$ cat src/rtl/edf_ingress_scheduler.sv
// Earliest-deadline-first ingress scheduler: picks the pending port with the
// smallest signed deadline slack (round-robin on ties), copies its frame from
// the per-port data FIFO into the shared byte FIFO, then writes the frame
// pointer. Errored, empty and (optionally) late frames are drained and counted.
module edf_ingress_scheduler #(
  parameter int BP_THRESH = 14866,
  parameter bit DROP_LATE = 1'b1
) (
  input  logic        clk,
  input  logic        rstn,
  input  logic [3:0]  ptr_empty,
  input  logic [63:0] ptr_dout,
  input  logic [63:0] dl_dout,
  output logic [3:0]  ptr_rd,
  output logic [3:0]  data_rd,
  input  logic [31:0] data_dout,
  input  logic [14:0] sfifo_cnt,
  input  logic        ptr_sfifo_full,
  output logic        sfifo_wr,
  output logic [7:0]  sfifo_din,
  output logic        ptr_sfifo_wr,
  output logic [15:0] ptr_sfifo_din,
  output logic [15:0] now,
  output logic [15:0] drop_cnt
);

  localparam logic [14:0] BP_LIM = 15'(BP_THRESH);

  typedef enum logic [2:0] {IDLE, GRANT, READ, DRAIN1, DRAIN2, PTRWR} state_t;

  state_t             state, state_nx;
  logic [1:0]         sel, rr, win, scan;
  logic [10:0]        len, cnt;
  logic [1:0]         err;
  logic               late, rd_d1, found, bp, drop;
  logic signed [15:0] slack [4];
  logic signed [15:0] best;
  logic [15:0]        head;

  assign head = ptr_dout[{sel, 4'b0000} +: 16];
  assign bp   = (sfifo_cnt > BP_LIM) | ptr_sfifo_full;
  assign drop = (|err) | (len == 11'd0) | (DROP_LATE && late);

  // Modular slack of every head; the sign bit marks a missed deadline.
  always_comb begin
    for (int i = 0; i < 4; i++) slack[i] = dl_dout[16*i +: 16] - now;
  end

  // Minimum-slack search starting at rr; strict '<' keeps the first tie found.
  always_comb begin
    // NOTE: every variable gets a default before any branch so no latch is inferred.
    win   = rr;
    best  = '0;
    found = 1'b0;
    scan  = rr;
    for (int k = 0; k < 4; k++) begin
      scan = rr + k[1:0];
      if (!ptr_empty[scan] && (!found || slack[scan] < best)) begin
        found = 1'b1;
        win   = scan;
        best  = slack[scan];
      end
    end
  end

  // State register.
  always_ff @(posedge clk or negedge rstn) begin
    // NOTE: sequential state uses non-blocking assignment so all flops update together.
    if (!rstn) state <= IDLE;
    else       state <= state_nx;
  end

  // Next-state and strobe decode.
  always_comb begin
    state_nx      = state;
    ptr_rd        = '0;
    data_rd       = '0;
    ptr_sfifo_wr  = 1'b0;
    ptr_sfifo_din = '0;
    case (state)
      IDLE:   if (found && !bp) state_nx = GRANT;
      GRANT: begin
        ptr_rd[sel] = 1'b1;
        state_nx    = (head[10:0] == 11'd0) ? PTRWR : READ;
      end
      READ: begin
        data_rd[sel] = 1'b1;
        if (cnt == 11'd1) state_nx = DRAIN1;
      end
      DRAIN1: state_nx = DRAIN2;
      DRAIN2: state_nx = PTRWR;
      PTRWR: begin
        if (!drop) begin
          ptr_sfifo_wr  = 1'b1;
          ptr_sfifo_din = {late, 4'b0001 << sel, len};
        end
        state_nx = IDLE;
      end
      default: state_nx = IDLE;
    endcase
  end

  // Grant bookkeeping: winner and rr at the decision, frame header at the pop.
  always_ff @(posedge clk or negedge rstn) begin
    if (!rstn) begin
      sel  <= '0;
      rr   <= '0;
      len  <= '0;
      err  <= '0;
      late <= 1'b0;
      cnt  <= '0;
    end else begin
      case (state)
        IDLE: if (state_nx == GRANT) begin
          sel <= win;
          rr  <= win + 2'd1;
        end
        GRANT: begin
          len  <= head[10:0];
          err  <= head[15:14];
          late <= slack[sel][15];
          cnt  <= head[10:0];
        end
        READ:    cnt <= cnt - 11'd1;
        default: ;
      endcase
    end
  end

  // Free-running deadline timer.
  always_ff @(posedge clk or negedge rstn) begin
    if (!rstn) now <= '0;
    else       now <= now + 16'd1;
  end

  // Saturating drop counter, bumped when a dropped frame finishes.
  always_ff @(posedge clk or negedge rstn) begin
    if (!rstn)                                               drop_cnt <= '0;
    else if (state == PTRWR && drop && drop_cnt != 16'hFFFF) drop_cnt <= drop_cnt + 16'd1;
  end

  // Byte path: data FIFO output arrives one cycle after the read, then registered.
  always_ff @(posedge clk or negedge rstn) begin
    if (!rstn) begin
      rd_d1     <= 1'b0;
      sfifo_wr  <= 1'b0;
      sfifo_din <= '0;
    end else begin
      rd_d1    <= |data_rd;
      sfifo_wr <= rd_d1 & ~drop;
      if (rd_d1) sfifo_din <= data_dout[{sel, 3'b000} +: 8];
    end
  end

endmodule
$ cat config.mk
export PLATFORM = sky130hd
export DESIGN_NAME = edf_ingress_scheduler
export DESIGN_NICKNAME = d
export VERILOG_FILES = /design/src/rtl/edf_ingress_scheduler.sv
export SDC_FILE = /design/constraint.sdc
export NUM_CORES = 1
export LEC_CHECK = 0
export CELL_PAD_IN_SITES_DETAIL_PLACEMENT = 0
export CELL_PAD_IN_SITES_GLOBAL_PLACEMENT = 2
export CORE_MARGIN = 4
export CORE_UTILIZATION = 30
export CTS_CLUSTER_SIZE = 12
export DETAILED_ROUTE_END_ITERATION = 7
export PLACE_DENSITY = 0.92
export SLEW_MARGIN = 20
export SYNTH_ARGS = -nofsm -noshare
export SYNTH_HDL_FRONTEND = slang
export SYNTH_SLANG_ARGS = --single-unit
$ cat constraint.sdc
create_clock -name clk -period 10.8 [get_ports clk]
set_input_delay 2.16 -clock clk [delete_from_list [all_inputs] [get_ports clk]]
set_output_delay 2.16 -clock clk [all_outputs]
set_load 0.03 [all_outputs]
==> run_results.csv <==
group,metric,value,unit
outcome,status,"complete, no violations",
critical_path,path_delay_family,"compound AO/OA/AOI/OAI gates",
routing,drc,0,
floorplan,start_util,30.5,%
critical_path,timing.rr.start,"now[0]",
yosys,synthCells,1189,
timing,finalMaxSlewViolations,0,
critical_path,endpoint_kind,"flip-flop",
timing,rsz0062_at_grt,"true",
critical_path,crit_top_cell,"a21oi_2",
power,netSwitchingPower,2.06,mW
final_layout,fin_cells,2016,
placement,place_ws,-1.19,ns
critical_path,r2r_setup_slack,1.44,ns
power,power,4.48,mW
clock_tree,cts_buffers,9,
placement,place_inst,1957,
routing,drtIter0Drc,549,
floorplan,fp.dieH,190,µm
timing,holdWs,0.485,ns
clock_tree,clk_latency,0.35,ns
critical_path,startpoint_type,"input port",
timing,period_needed,10.54,ns
yosys,synth.net_count,1484,
timing,fin_worst_skew,0.0142,ns
global_route,grt_max_degree,48,
power,p_seq_share,10.3,%
power,pwr-share-comb,81.8,%
clock_tree,clkSlewWorstSetupHoldPaths,0.06,ns
placement,routabilityCongestion,0.885,
final_layout,area_growth,51.3,%
yosys,yosys_warnings,0,
power,leakagePower,6.46,nW
global_route,grt_pass1_wl,53000,µm
yosys,netlist_area,0.00996,mm²
critical_path,worstPathMaxFanout,7,
critical_path,reg2regPathDepth,45,
floorplan,fp-row-count,66,
floorplan,die_area,0.0362,mm²
critical_path,arrival,10.76,ns
critical_path,worst_ep_required_time,11.03,ns
routing,drt-total-wl,34600,µm
global_route,grtUsageTotal,18.1,%
timing,slew_headroom,31.5,%
global_route,grt_antenna_before_repair,0,
clock_tree,htreeDepth,3,
routing,wl_per_cell,17.2,µm
hold_path,hold_path_class,"flip-flop to flip-flop",
clock_tree,cts-root-buf,"clkbuf_16",
yosys,ys_seq_area_share,18.6,%
hold_path,hold_start,"err[0]",
power,p_int,2.42,mW
final_layout,drive_gt1_share,23.6,%
final_layout,nets,1863,
critical_path,cp_slowest_cell,"mux4_2",
routing,ant_nets,0,
power,clkPwrFrac,7.8,%
final_layout,fill_cells,3098,
placement,io_buffer_count,234,
yosys,synth-async-reset-ratio,100,%
critical_path,startpoint,"dl_dout[34]",
clock_tree,cts_buffer_depth,2,
routing,viasPerCell,5.14,
power,ir_drop,0.000213,V
timing,setup_viol_count_final,0,
floorplan,fp.dieW,190,µm
placement,dp_hpwl,27500,µm
critical_path,endpoint,"rr[1]",
critical_path,r2r-end,"rr[1]",
clock_tree,cts_tree,"yes",
timing,hold_violations,0,
timing,tns,0,ns
critical_path,slowest_delay,0.51,ns
clock_tree,cts.sinks,74,
routing,vias,10359,
routing,first_pass_iters,5,
timing,tightest_slew,1.02,ns
global_route,grt_pass1_vias,10261,
power,power_density,297,mW/mm²
yosys,synth.distinct_cells,78,
timing,fmax,94.9,MHz
floorplan,io_pins,248,
yosys,syn_avg_cell_area,8.37,µm²
yosys,synth_edf_count,0,
power,switching_share,45.9,%
timing,period_share,97.6,%
global_route,grt-ovfl-total,0,
critical_path,cp_num_cells,45,
yosys,ys_ff_latch,74,
yosys,synthFlopType,"dfrtp_1",
critical_path,crit_buf_inv,5,
flow_run,drv_cap,0,
floorplan,core_region_area,0.0326,mm²
critical_path,critPathKind,"input port to flip-flop",
timing,layout_setup_ws,0.262,ns
state kept, by name, summed over array words and instances (netlist names), named ones only:
name	count
late	1
rr	1
sfifo_wr	1
cnt	11
len	11
state	3
drop_cnt	16
sfifo_din	8
sel	2
now	16
rd_d1	1
err	2
repair_timing:
item / 4_1_cts / 5_1_grt
endpoints found under the hold margin: 0 / 0
endpoints found under the setup margin: 4 / 4
buffers inserted: 14 / 25
pin swaps: 21 / 76
gates resized for setup: 34 / 119
hold buffers: 0 / 0
cloned: 0 / 4
tightest hold or removal path, cell delays in order (launching register included):
cell and delay (ns):
dfrtp_1 0.34, nand2_1 0.05, nand2_1 0.06
power groups by stage:
stage / combinational [mW] / sequential [mW] / clock, mW
floorplan: 2.05 / 0.446 / 0
CTS: 3.22 / 0.463 / 0.361
detailed placement: 2.99 / 0.467 / 0
finish: 3.67 / 0.463 / 0.350
global route: 4.02 / 0.481 / 0.373
global placement: 2.95 / 0.465 / 0
cell type report:
cell class / count / area, µm² / share of cell area (%)
Multi-Input combinational cell: 1004 / 8300 / 55.1
Inverter: 67 / 251 / 1.67
Clock buffer: 10 / 239 / 1.59
Sequential cell: 74 / 1850 / 12.3
Timing Repair Buffer: 412 / 3770 / 25.0
Antenna cell: 1 / 2.50 / 0.0166
Clock inverter: 6 / 97.6 / 0.648
Tap cell: 442 / 553 / 3.67
cell usage after synthesis, drive strengths merged (7+ instances only):
| cell type | number | area, µm² |
|---|---|---|
| o211ai | 10 | 75.1 |
| nor2b | 17 | 106 |
| a21oi | 71 | 355 |
| clkbuf | 25 | 93.8 |
| and2 | 27 | 171 |
| nor4 | 18 | 113 |
| o21bai | 7 | 52.6 |
| mux4 | 36 | 811 |
| xnor2 | 61 | 542 |
| or2 | 8 | 50.1 |
| nand3 | 35 | 175 |
| a221oi | 7 | 61.3 |
| nand4 | 16 | 100 |
| and3 | 12 | 75.1 |
| inv | 66 | 248 |
| nor2 | 100 | 375 |
| ha | 109 | 1360 |
| dfrtp | 74 | 1850 |
| mux2 | 19 | 214 |
| o21a | 18 | 135 |
| xor2 | 21 | 184 |
| a211oi | 10 | 75.1 |
| buf | 19 | 90.1 |
| o21ai | 54 | 274 |
| a21boi | 8 | 60.1 |
| a21o | 30 | 225 |
| nor3 | 20 | 100 |
| mux2i | 66 | 661 |
| nand2 | 128 | 480 |
| nand2b | 9 | 56.3 |
| a31oi | 13 | 87.6 |
stage by stage:
stage	cell area (µm²)	utilization (%)
2_1_floorplan	9960	-
3_3_place_gp	13700	42.0
3_5_place_dp	13700	42.0
4_1_cts	14300	43.8
5_1_grt	15100	46.2
6_report	15100	46.2
kinds of logic (layout without fill, tap and decap cells):
kind of cell / after synthesis / after routing / share of synthesized area, %
XOR/XNOR: 82 / 82 / 7.29
AND/OR/NAND/NOR: 407 / 407 / 19.5
AO/OA/AOI/OAI: 280 / 280 / 18.8
flip-flops: 74 / 74 / 18.6
other: 1 / 2 / 0.0377
buffers and inverters: 111 / 495 / 4.37
adder cells (fa/ha/maj): 113 / 113 / 14.5
multiplexers: 121 / 121 / 16.9
cell usage in the layout (no fill, tap or decap), types with 18 or more instances in the layout:
master | Yosys | routed
nor4_1 | 18 | 18
nor3_1 | 20 | 19
a21o_1 | 30 | 30
nand2_1 | 128 | 126
clkdlybuf4s50_1 | 0 | 226
o21ai_0 | 51 | 38
inv_1 | 65 | 56
nand3_1 | 35 | 32
a21oi_1 | 71 | 51
xor2_1 | 21 | 20
xnor2_1 | 60 | 53
buf_4 | 2 | 166
mux4_2 | 36 | 36
ha_1 | 109 | 96
dfrtp_1 | 74 | 72
and2_1 | 26 | 24
mux2i_1 | 66 | 65
a21oi_2 | 0 | 19
mux2_2 | 19 | 18
nor2_1 | 100 | 95
per-layer routing:
layer	global-route usage, %	vias to the layer above	wire length (µm)
met3	3.47	40	1860
met5	0	-	0
li1	-	5135	-
met2	30.0	258	16500
met4	5.30	0	771
met1	24.0	4926	15500
worst min-delay path by stage:
stage / depth (start not counted) / endpoint / slack, ns
2_1_floorplan: 2 / err[1] / 0.45
6_report: 2 / err[0] / 0.49
3_3_place_gp: 2 / err[0] / 0.46
5_1_grt: 2 / err[1] / 0.51
4_1_cts: 2 / err[0] / 0.48
3_5_place_dp: 2 / err[1] / 0.46
Power figures use the tool's default switching activity.
